## config.mk

```make
export PLATFORM = sky130hd
export DESIGN_NAME = proc_run_controller_flat
export DESIGN_NICKNAME = d
export VERILOG_FILES = /design/src/rtl/proc_run_controller_if.sv /design/src/rtl/proc_run_controller.sv /design/src/flat_wrapper.sv
export SDC_FILE = /design/constraint.sdc
export NUM_CORES = 1
export LEC_CHECK = 0
export ABC_AREA = 1
export CORE_MARGIN = 4
export CORE_UTILIZATION = 35
export DETAILED_ROUTE_END_ITERATION = 12
export SYNTH_ARGS = -nofsm -noshare
export SYNTH_HDL_FRONTEND = slang
export SYNTH_SLANG_ARGS = --single-unit
```

## constraint.sdc

```tcl
create_clock -name clk -period 3.4 [get_ports clk]
set_clock_uncertainty 0.15 [all_clocks]
set_input_delay 0.34 -clock clk [delete_from_list [all_inputs] [get_ports clk]]
set_output_delay 0.34 -clock clk [all_outputs]
set_load 0.01 [all_outputs]
```

## src/rtl/proc_run_controller_if.sv

```systemverilog
// ==========================================================================
// proc_run_controller_if: program stream and instruction-memory write bus.
// Rev 1.0
// ==========================================================================
`default_nettype none

interface proc_run_controller_if #(
   parameter int ADDR_W = 9,
   parameter int DATA_W = 32
);
   logic [DATA_W-1:0] s_data;
   logic              s_valid;
   logic              s_ready;
   logic              mem_we;
   logic [ADDR_W-1:0] mem_a;
   logic [DATA_W-1:0] mem_d;

   // master = controller side, slave = host stream source / memory side
   modport master (input s_data, s_valid, output s_ready, mem_we, mem_a, mem_d);
   modport slave  (output s_data, s_valid, input s_ready, mem_we, mem_a, mem_d);
endinterface

`default_nettype wire

```

## src/rtl/proc_run_controller.sv

```systemverilog
// ==========================================================================
// proc_run_controller: loads the core's program, sequences reset/run, reports status.
// Rev 1.0
// ==========================================================================
`default_nettype none

module proc_run_controller #(
   parameter int                ADDR_W     = 9,
   parameter int                DATA_W     = 32,
   parameter int                CYC_W      = 16,
   parameter logic [DATA_W-1:0] HALT_WORD  = {DATA_W{1'b1}},
   parameter int                RST_CYCLES = 2
) (
   input  wire logic               clk,
   input  wire logic               rst,
   proc_run_controller_if.master   bus_if,
   input  wire logic               load_start_i,
   input  wire logic [ADDR_W:0]    load_len_i,
   input  wire logic               run_start_i,
   input  wire logic [CYC_W-1:0]   max_cycles_i,
   input  wire logic               abort_i,
   input  wire logic [DATA_W-1:0]  instr_i,
   output logic                    proc_rst_o,
   output logic                    proc_exec_o,
   output logic                    busy_o,
   output logic                    load_done_o,
   output logic                    done_o,
   output logic                    halted_o,
   output logic                    timeout_o,
   output logic                    err_o,
   output logic [CYC_W-1:0]        cycle_count_o
);
   localparam int              c_rcw      = (RST_CYCLES > 1) ? $clog2(RST_CYCLES) : 1;
   localparam logic [c_rcw-1:0] c_rst_last = c_rcw'(RST_CYCLES - 1);
   localparam logic [ADDR_W:0] c_max_len  = {1'b1, {ADDR_W{1'b0}}};

   typedef enum logic [2:0] {
      S_IDLE = 3'd0,
      S_LOAD = 3'd1,
      S_RSTP = 3'd2,
      S_RUN  = 3'd3,
      S_DONE = 3'd4
   } state_t;

   state_t              state_q, state_d;
   logic [ADDR_W-1:0]   addr_q, addr_d;
   logic [ADDR_W:0]     rem_q, rem_d;
   logic [c_rcw-1:0]    rcnt_q, rcnt_d;
   logic [CYC_W-1:0]    cyc_q, cyc_d;
   logic                halted_q, halted_d;
   logic                timeout_q, timeout_d;
   logic                err_q, err_d;
   logic                mem_we_q, mem_we_d;
   logic [ADDR_W-1:0]   mem_a_q, mem_a_d;
   logic [DATA_W-1:0]   mem_d_q, mem_d_d;
   logic                load_done_q, load_done_d;

   logic                w_s_ready;
   logic                w_hs;
   logic                w_exec;
   logic                w_len_ok;
   logic [CYC_W-1:0]    w_cyc_inc;

   // exec is combinational so the halt word is never executed and abort bites at once
   assign w_s_ready = (state_q == S_LOAD) && !abort_i;
   assign w_hs      = w_s_ready && bus_if.s_valid;
   assign w_exec    = (state_q == S_RUN) && (instr_i != HALT_WORD) && !abort_i;
   assign w_len_ok  = (load_len_i != '0) && (load_len_i <= c_max_len);
   assign w_cyc_inc = cyc_q + CYC_W'(1);

   always_comb begin
      state_d     = state_q;
      addr_d      = addr_q;
      rem_d       = rem_q;
      rcnt_d      = rcnt_q;
      cyc_d       = cyc_q;
      halted_d    = halted_q;
      timeout_d   = timeout_q;
      err_d       = err_q;
      mem_we_d    = 1'b0;
      mem_a_d     = mem_a_q;
      mem_d_d     = mem_d_q;
      load_done_d = 1'b0;

      if (abort_i) begin
         state_d   = S_IDLE;
         halted_d  = 1'b0;
         timeout_d = 1'b0;
      end else begin
         case (state_q)
            S_IDLE, S_DONE: begin
               if (load_start_i) begin
                  if (w_len_ok) begin
                     state_d   = S_LOAD;
                     addr_d    = '0;
                     rem_d     = load_len_i;
                     err_d     = 1'b0;
                     halted_d  = 1'b0;
                     timeout_d = 1'b0;
                  end else begin
                     err_d = 1'b1;
                  end
               end else if (run_start_i) begin
                  state_d   = S_RSTP;
                  rcnt_d    = '0;
                  cyc_d     = '0;
                  halted_d  = 1'b0;
                  timeout_d = 1'b0;
               end
            end
            S_LOAD: begin
               if (w_hs) begin
                  mem_we_d = 1'b1;
                  mem_a_d  = addr_q;
                  mem_d_d  = bus_if.s_data;
                  addr_d   = addr_q + ADDR_W'(1);
                  rem_d    = rem_q - (ADDR_W+1)'(1);
                  if (rem_q == (ADDR_W+1)'(1)) begin
                     state_d     = S_IDLE;
                     load_done_d = 1'b1;
                  end
               end
            end
            S_RSTP: begin
               if (rcnt_q == c_rst_last) state_d = S_RUN;
               else                      rcnt_d  = rcnt_q + c_rcw'(1);
            end
            S_RUN: begin
               if (instr_i == HALT_WORD) begin
                  state_d  = S_DONE;
                  halted_d = 1'b1;
               end else begin
                  if (cyc_q != '1) cyc_d = w_cyc_inc;
                  if ((max_cycles_i != '0) && (w_cyc_inc == max_cycles_i)) begin
                     state_d   = S_DONE;
                     timeout_d = 1'b1;
                  end
               end
            end
            default: state_d = S_IDLE;
         endcase
      end
   end

   always_ff @(posedge clk or posedge rst) begin
      if (rst) begin
         state_q     <= S_IDLE;
         addr_q      <= '0;
         rem_q       <= '0;
         rcnt_q      <= '0;
         cyc_q       <= '0;
         halted_q    <= 1'b0;
         timeout_q   <= 1'b0;
         err_q       <= 1'b0;
         mem_we_q    <= 1'b0;
         mem_a_q     <= '0;
         mem_d_q     <= '0;
         load_done_q <= 1'b0;
      end else begin
         state_q     <= state_d;
         addr_q      <= addr_d;
         rem_q       <= rem_d;
         rcnt_q      <= rcnt_d;
         cyc_q       <= cyc_d;
         halted_q    <= halted_d;
         timeout_q   <= timeout_d;
         err_q       <= err_d;
         mem_we_q    <= mem_we_d;
         mem_a_q     <= mem_a_d;
         mem_d_q     <= mem_d_d;
         load_done_q <= load_done_d;
      end
   end

   assign bus_if.s_ready = w_s_ready;
   assign bus_if.mem_we  = mem_we_q;
   assign bus_if.mem_a   = mem_a_q;
   assign bus_if.mem_d   = mem_d_q;
   assign proc_rst_o     = (state_q == S_RSTP);
   assign proc_exec_o    = w_exec;
   assign busy_o         = (state_q == S_LOAD) || (state_q == S_RSTP) || (state_q == S_RUN);
   assign load_done_o    = load_done_q;
   assign done_o         = (state_q == S_DONE);
   assign halted_o       = halted_q;
   assign timeout_o      = timeout_q;
   assign err_o          = err_q;
   assign cycle_count_o  = cyc_q;
endmodule

`default_nettype wire
```

## src/flat_wrapper.sv

```systemverilog
// flat-port wrapper written by rule: the top's interface ports become plain ports
module proc_run_controller_flat 
#(
   parameter int                ADDR_W     = 9,
   parameter int                DATA_W     = 32,
   parameter int                CYC_W      = 16,
   parameter logic [DATA_W-1:0] HALT_WORD  = {DATA_W{1'b1}},
   parameter int                RST_CYCLES = 2
)
  (clk, rst, load_start_i, load_len_i, run_start_i, max_cycles_i, abort_i, instr_i, proc_rst_o, proc_exec_o, busy_o, load_done_o, done_o, halted_o, timeout_o, err_o, cycle_count_o, bus_if_s_data, bus_if_s_valid, bus_if_s_ready, bus_if_mem_we, bus_if_mem_a, bus_if_mem_d);
  proc_run_controller_if #(.ADDR_W(ADDR_W), .DATA_W(DATA_W)) bus_if_i ();
  input  wire logic clk;
  input  wire logic rst;
  input  wire logic load_start_i;
  input  wire logic [ADDR_W:0] load_len_i;
  input  wire logic run_start_i;
  input  wire logic [CYC_W-1:0] max_cycles_i;
  input  wire logic abort_i;
  input  wire logic [DATA_W-1:0] instr_i;
  output logic proc_rst_o;
  output logic proc_exec_o;
  output logic busy_o;
  output logic load_done_o;
  output logic done_o;
  output logic halted_o;
  output logic timeout_o;
  output logic err_o;
  output logic [CYC_W-1:0] cycle_count_o;
  input wire logic [$bits(bus_if_i.s_data)-1:0] bus_if_s_data;
  input wire logic [$bits(bus_if_i.s_valid)-1:0] bus_if_s_valid;
  output wire logic [$bits(bus_if_i.s_ready)-1:0] bus_if_s_ready;
  output wire logic [$bits(bus_if_i.mem_we)-1:0] bus_if_mem_we;
  output wire logic [$bits(bus_if_i.mem_a)-1:0] bus_if_mem_a;
  output wire logic [$bits(bus_if_i.mem_d)-1:0] bus_if_mem_d;
  assign bus_if_i.s_data = bus_if_s_data;
  assign bus_if_i.s_valid = bus_if_s_valid;
  assign bus_if_s_ready = bus_if_i.s_ready;
  assign bus_if_mem_we = bus_if_i.mem_we;
  assign bus_if_mem_a = bus_if_i.mem_a;
  assign bus_if_mem_d = bus_if_i.mem_d;
  proc_run_controller #(.ADDR_W(ADDR_W), .DATA_W(DATA_W), .CYC_W(CYC_W), .HALT_WORD(HALT_WORD), .RST_CYCLES(RST_CYCLES)) u_core (.clk(clk), .rst(rst), .bus_if(bus_if_i), .load_start_i(load_start_i), .load_len_i(load_len_i), .run_start_i(run_start_i), .max_cycles_i(max_cycles_i), .abort_i(abort_i), .instr_i(instr_i), .proc_rst_o(proc_rst_o), .proc_exec_o(proc_exec_o), .busy_o(busy_o), .load_done_o(load_done_o), .done_o(done_o), .halted_o(halted_o), .timeout_o(timeout_o), .err_o(err_o), .cycle_count_o(cycle_count_o));
endmodule
```

Word level (Yosys, flattened, before mapping)
Cells that the tools add are included.

operators by class
  $add $sub $neg = 4
  multipliers = 0
  divide/modulo/power cells = 0
  order comparisons = 1
  eq/ne operators = 25
  shifts and indexed selects = 0
  muxes and demuxes = 44
  bitwise operators = 1
  reductions and logical operators = 25

operator list
  kind                                                    count
  two-way mux 16 bit                                      4
  equality test 32 bit, second input constant             1
  inequality test 32 bit, second input constant           1
  one-hot mux 16 bit (2 select lines)                     1
  two-way mux 10 bit                                      3
  two-way mux 3 bit                                       9
  two-way mux 9 bit                                       3
  one-hot mux 10 bit (2 select lines)                     1
  two-way mux 1 bit                                       18
  one-hot mux 9 bit (2 select lines)                      1
  adder 16 x 1 -> 16 bit, second input constant           1
  equality test 16 bit                                    1
  inequality test 16 bit, second input constant           1
  nonzero test 16 bit                                     1
  inequality test 3 bit, second input constant            4
  one-hot mux 3 bit (4 select lines)                      1
  AND reduction 6 bit                                     2
  equality test 10 x 1 -> 1 bit, second input constant    1
  less-or-equal comparator 10 bit, second input constant  1
  inequality test 2 bit, second input constant            5
  AND reduction 5 bit                                     2
  nonzero test 10 bit                                     1
  subtractor 10 x 1 -> 10 bit, second input constant      1
  adder 9 x 1 -> 9 bit, second input constant             1
  other kinds (19)                                        35

storage, ports and cells
  register bits = 85
  bits in latches = 0
  memory bits (writable) = 0
  bits in read-only memories = 0
  input bits = 96
  logic and storage cells = 112
  memories = 0

Longest topological paths before layout
  depth in word-level cells = 7
  gate-level depth with buffers = 16

Least setup slack after synthesis
OpenSTA, ideal clock, no wires.

  path type = register to register
  start point = register u_core.cyc_q[0] (netlist: u_core.cycle_count_o[0])
  end point = register u_core.cyc_q[0] (netlist: u_core.cycle_count_o[0])
  setup time = 0.118 ns
  data arrival time = 1.825 ns
  required time = 3.132 ns
  setup slack = 1.307 ns
  stages on the path, launching flop included = 13
  path buffers = 1
  cell sequence = dfrtp_1 -> ha_1 -> nand2_1 -> nor2_4 -> nand3_2 -> inv_2 -> nand3_1 -> o21ai_1 -> a21oi_2 -> nand2_4 -> buf_6 -> nand2_1 -> nand2_1

between the ends
  word-level cells in the longest chain between the ends = 4

ends and longest elaborated chain
  item                                 RTL line                    source
  start, declared                      proc_run_controller.sv:49   logic [CYC_W-1:0] cyc_q, cyc_d;
  start signal, assigned               proc_run_controller.sv:164  cyc_q <= cyc_d;
  adder 16 x 1 -> 16 bit               proc_run_controller.sv:69   assign w_cyc_inc = cyc_q + CYC_W'(1);
  two-way mux 16 bit                   proc_run_controller.sv:133  if (cyc_q != '1) cyc_d = w_cyc_inc;
  two-way mux 16 bit                   proc_run_controller.sv:129  if (instr_i == HALT_WORD) begin
  one-hot mux 16 bit (2 select lines)  proc_run_controller.sv:90   case (state_q)

Several ways; a longest one is shown, not always the timed one. The select of a mux whose other input is x is not followed.
A chain may end at the register's enable or synchronous reset.

Worst setup path after layout
  start point = input port instr_i[7]
  end point = output port proc_exec_o

between the ends
  word-level cells in the longest chain between the ends = 3

ends and longest elaborated chain
  item                            RTL line                   source
  start, declared                 flat_wrapper.sv:19         input wire logic [DATA_W-1:0] instr_i;
  inequality test 32 bit          proc_run_controller.sv:67  assign w_exec = (state_q == S_RUN) && (instr_i != HALT_WORD) && !abort_i;
  logical AND 1 bit (2 in a row)  proc_run_controller.sv:67
  end, declared                   flat_wrapper.sv:21         output logic proc_exec_o;

No other way between the ends.

==> results.ini <==
[run_status]
run_status=completed

[detailed_routing]
initialDrtViolationCount=266
dr.pass1.iters=5
drt-total-wl_um=15100
vias=4962
antenna_left=0
drc=0
wl_per_cell_um=14.9
vias_per_cell=4.87

[floorplan]
io_pins=163
fp.dieW_um=126
core_um2=13400
rows=42
dieArea_um2=15800
die_h_um=126
start_util_pct=36.2

[setup_path]
crit_required_ns=2.91
crit_type=input pin to output pin
reg2reg_from=u_core.cycle_count_o[0]
critical_path.top_delay_family=buffers and inverters
cp_max_fo=3
startpoint_type=input pin
reg2reg_to=u_core.cycle_count_o[2]
cpMaxStageDelayCell=clkdlybuf4s50_1
critical_path.cell_chain=clkdlybuf4s50_1 -> nand4_1 -> nor4_1 -> nand2_1 -> inv_1 -> nor3_1 -> clkdlybuf4s50_1
cp_num_buf_inv=3
crit_path_frequent_cell=clkdlybuf4s50_1
max_stage_delay_ns=0.64
arrival_ns=2.21
r2r_cells=11
worst_setup_path_end_kind=output pin
regToRegSetupSlack_ns=0.90

[synth]
syn-cell-area_um2=4850
syn-num-nets=777
async_flop_share_pct=100
synth_seq_cells=85
synth.avg_cell_area_um2=7.17
ys.flop_type=dfrtp_1
syn_inst=677
synth.distinct_cells=40
synth_edf_count=0
synth-seq-area-share_pct=43.8
yosysWarningCount=0

[sta]
worst_pin_slew_ns=0.693
setup_viol=0
slew_viol_final=0
period_needed_ns=2.70
finalCritPeriodShare_pct=79.4
clock.fmax_mhz=370
rsz0062_at_grt=no
relSlewSlack_pct=53.8
hold_viol=0
finalSetupTns_ns=0

[clock_tree]
cts_root_buffer=clkbuf_16
cts_setup_buffers=0
h-tree-depth=3
cts_hold_buf=0
tritoncts=built
cts_num_sinks=85
clkTransAtPathRegs_ns=0.06
cts_resized=0
clk_path_buf_depth=2
clkLatencyLatePin_ns=0.34
numCtsBuffers=9

[global_routing]
antenna_found_initial=0
grt_pass1_wl_um=24800
use_met3_pct=3.73
grtUsageMet1_pct=27.1
met2_usage_pct=29.8
top_usage_layer=met2
grt_use_total_pct=19.1
grt_overflow=0
grt_max_degree=51
first_global_vias=4790

[pwr]
ir_worst_vdd_uv=292
power.density_nw_per_um2=625
clkPwrFrac_pct=24.4
p_sw_mw=1.56
switching_share_pct=35.8
power_frac_seq_pct=35.5
leakage_nw=3.27
p_comb_share_pct=40.1
p_int_mw=2.80

[final_layout]
final_core_util_pct=52.0
antennaDiodeCount=0
drive_above_1_share_pct=6.05
fill_cells=1289
synthToLayoutAreaGrowth_pct=43.7
nNetsFinal=939

[job]
maxCapViolCount=0

[worst_hold_path]
hold_class=input pin to asynchronous set/reset pin

[place]
numPortBuffers=162
place_congestion=0.913
hpwl_um=11400

-- area by class of cell --
type,instances,area (um2),area share [%]
Multi-Input combinational cell,503,2360,33.9
Sequential cell,85,2130,30.5
Timing Repair Buffer,167,1670,24.0
Inverter,73,275,3.95
Clock buffer,10,229,3.29
Tap cell,176,220,3.16
Clock inverter,5,85.1,1.22
-- worst max path at each step --
stage / startpoint / end / cells after the start
finish: instr_i[7] / proc_exec_o / 7
floorplan: rst / u_core.addr_q[0] / 1
detailed placement: instr_i[7] / proc_exec_o / 7
CTS: instr_i[2] / proc_exec_o / 7
global route: instr_i[2] / proc_exec_o / 7
global placement: instr_i[9] / proc_exec_o / 7
-- power groups by stage --
stage | Clock, mW | Combinational (mW) | Sequential [mW]
finish | 1.06 | 1.75 | 1.55
floorplan | 0 | 0.822 | 1.64
detailed placement | 0 | 1.77 | 1.56
CTS | 1.09 | 1.77 | 1.55
global route | 1.13 | 1.94 | 1.58
global placement | 0 | 1.75 | 1.55
-- registers in the layout, summed over array words and instances (netlist names) --
| name | cells |
|---|---|
| u_core.load_done_o | 1 |
| u_core.bus_if.mem_d | 32 |
| u_core.rcnt_q | 1 |
| u_core.cycle_count_o | 16 |
| u_core.rem_q | 10 |
| u_core.err_o | 1 |
| u_core.halted_o | 1 |
| u_core.timeout_o | 1 |
| u_core.bus_if.mem_a | 9 |
| u_core.state_q | 3 |
| u_core.bus_if.mem_we | 1 |
| u_core.addr_q | 9 |
-- cells in the mapped netlist, types with 4 or more instances --
| cell type | number | area share [%] |
|---|---|---|
| a21oi_1 | 5 | 0.52 |
| a31oi_1 | 4 | 0.52 |
| buf_1 | 6 | 0.46 |
| clkbuf_1 | 4 | 0.31 |
| dfrtp_1 | 85 | 44 |
| ha_1 | 4 | 1.0 |
| inv_1 | 66 | 5.1 |
| inv_2 | 6 | 0.46 |
| nand2_1 | 270 | 21 |
| nand2_2 | 7 | 0.90 |
| nand3_1 | 60 | 6.2 |
| nand3b_1 | 8 | 1.2 |
| nand4_1 | 20 | 2.6 |
| nor2_1 | 54 | 4.2 |
| nor2_2 | 7 | 0.90 |
| nor3_1 | 7 | 0.72 |
| o211ai_1 | 4 | 0.62 |
| o21ai_0 | 19 | 2.0 |
| o21ai_1 | 4 | 0.41 |
| xor2_1 | 7 | 1.3 |
-- cells by family (layout without fill, tap and decap cells) --
family,count (synthesis),count (layout),share of synthesized area (%)
compound gates,44,44,5.26
xor+xnor,9,9,1.91
fa+ha+maj,4,4,1.03
buf+inv,89,255,7.48
flops,85,85,43.8
simple gates,446,446,40.5
-- metal layers --
layer | vias to the layer above | share of wire (%)
met1 | 2284 | 47
met2 | 188 | 44
met5 | - | 0
met4 | 0 | 1.0
met3 | 9 | 7.4
li1 | 2481 | -
-- per-stage QoR --
| step | power [mW] | worst slack (ns) | cells | hold WS [ns] | cell area [um2] |
|---|---|---|---|---|---|
| 6_report | 4.36 | 0.699 | 1019 | 0.254 | 6970 |
| 5_1_grt | 4.66 | 0.621 | 1019 | 0.309 | 6970 |
| 4_1_cts | 4.41 | 0.692 | 1019 | 0.268 | 6970 |
| 3_5_place_dp | 3.33 | 0.713 | 1004 | 0.309 | 6660 |
| 3_3_place_gp | 3.30 | 0.725 | 1004 | 0.302 | 6660 |
| 2_1_floorplan | 2.46 | 0.717 | 677 | 0.307 | 4850 |
-- placed cells by master, fill, tap and decap left out, drive strengths merged, types with 2 or more instances in the layout --
cell           netlist  layout
a21oi                6       6
a31oi                4       4
buf                 12       5
bufinv               0       2
clkbuf               4      10
clkdlybuf4s50        0     162
clkinv               1       3
dfrtp               85      85
ha                   4       4
inv                 72      72
nand2              278     278
nand3               61      61
nand3b               8       8
nand4               20      20
nor2                66      66
nor3                 7       7
nor4                 3       3
o211ai               4       4
o21ai               23      23
o21bai               2       2
o22ai                2       2
xor2                 7       7
Note: power is estimated with default switching activity, not from simulation.
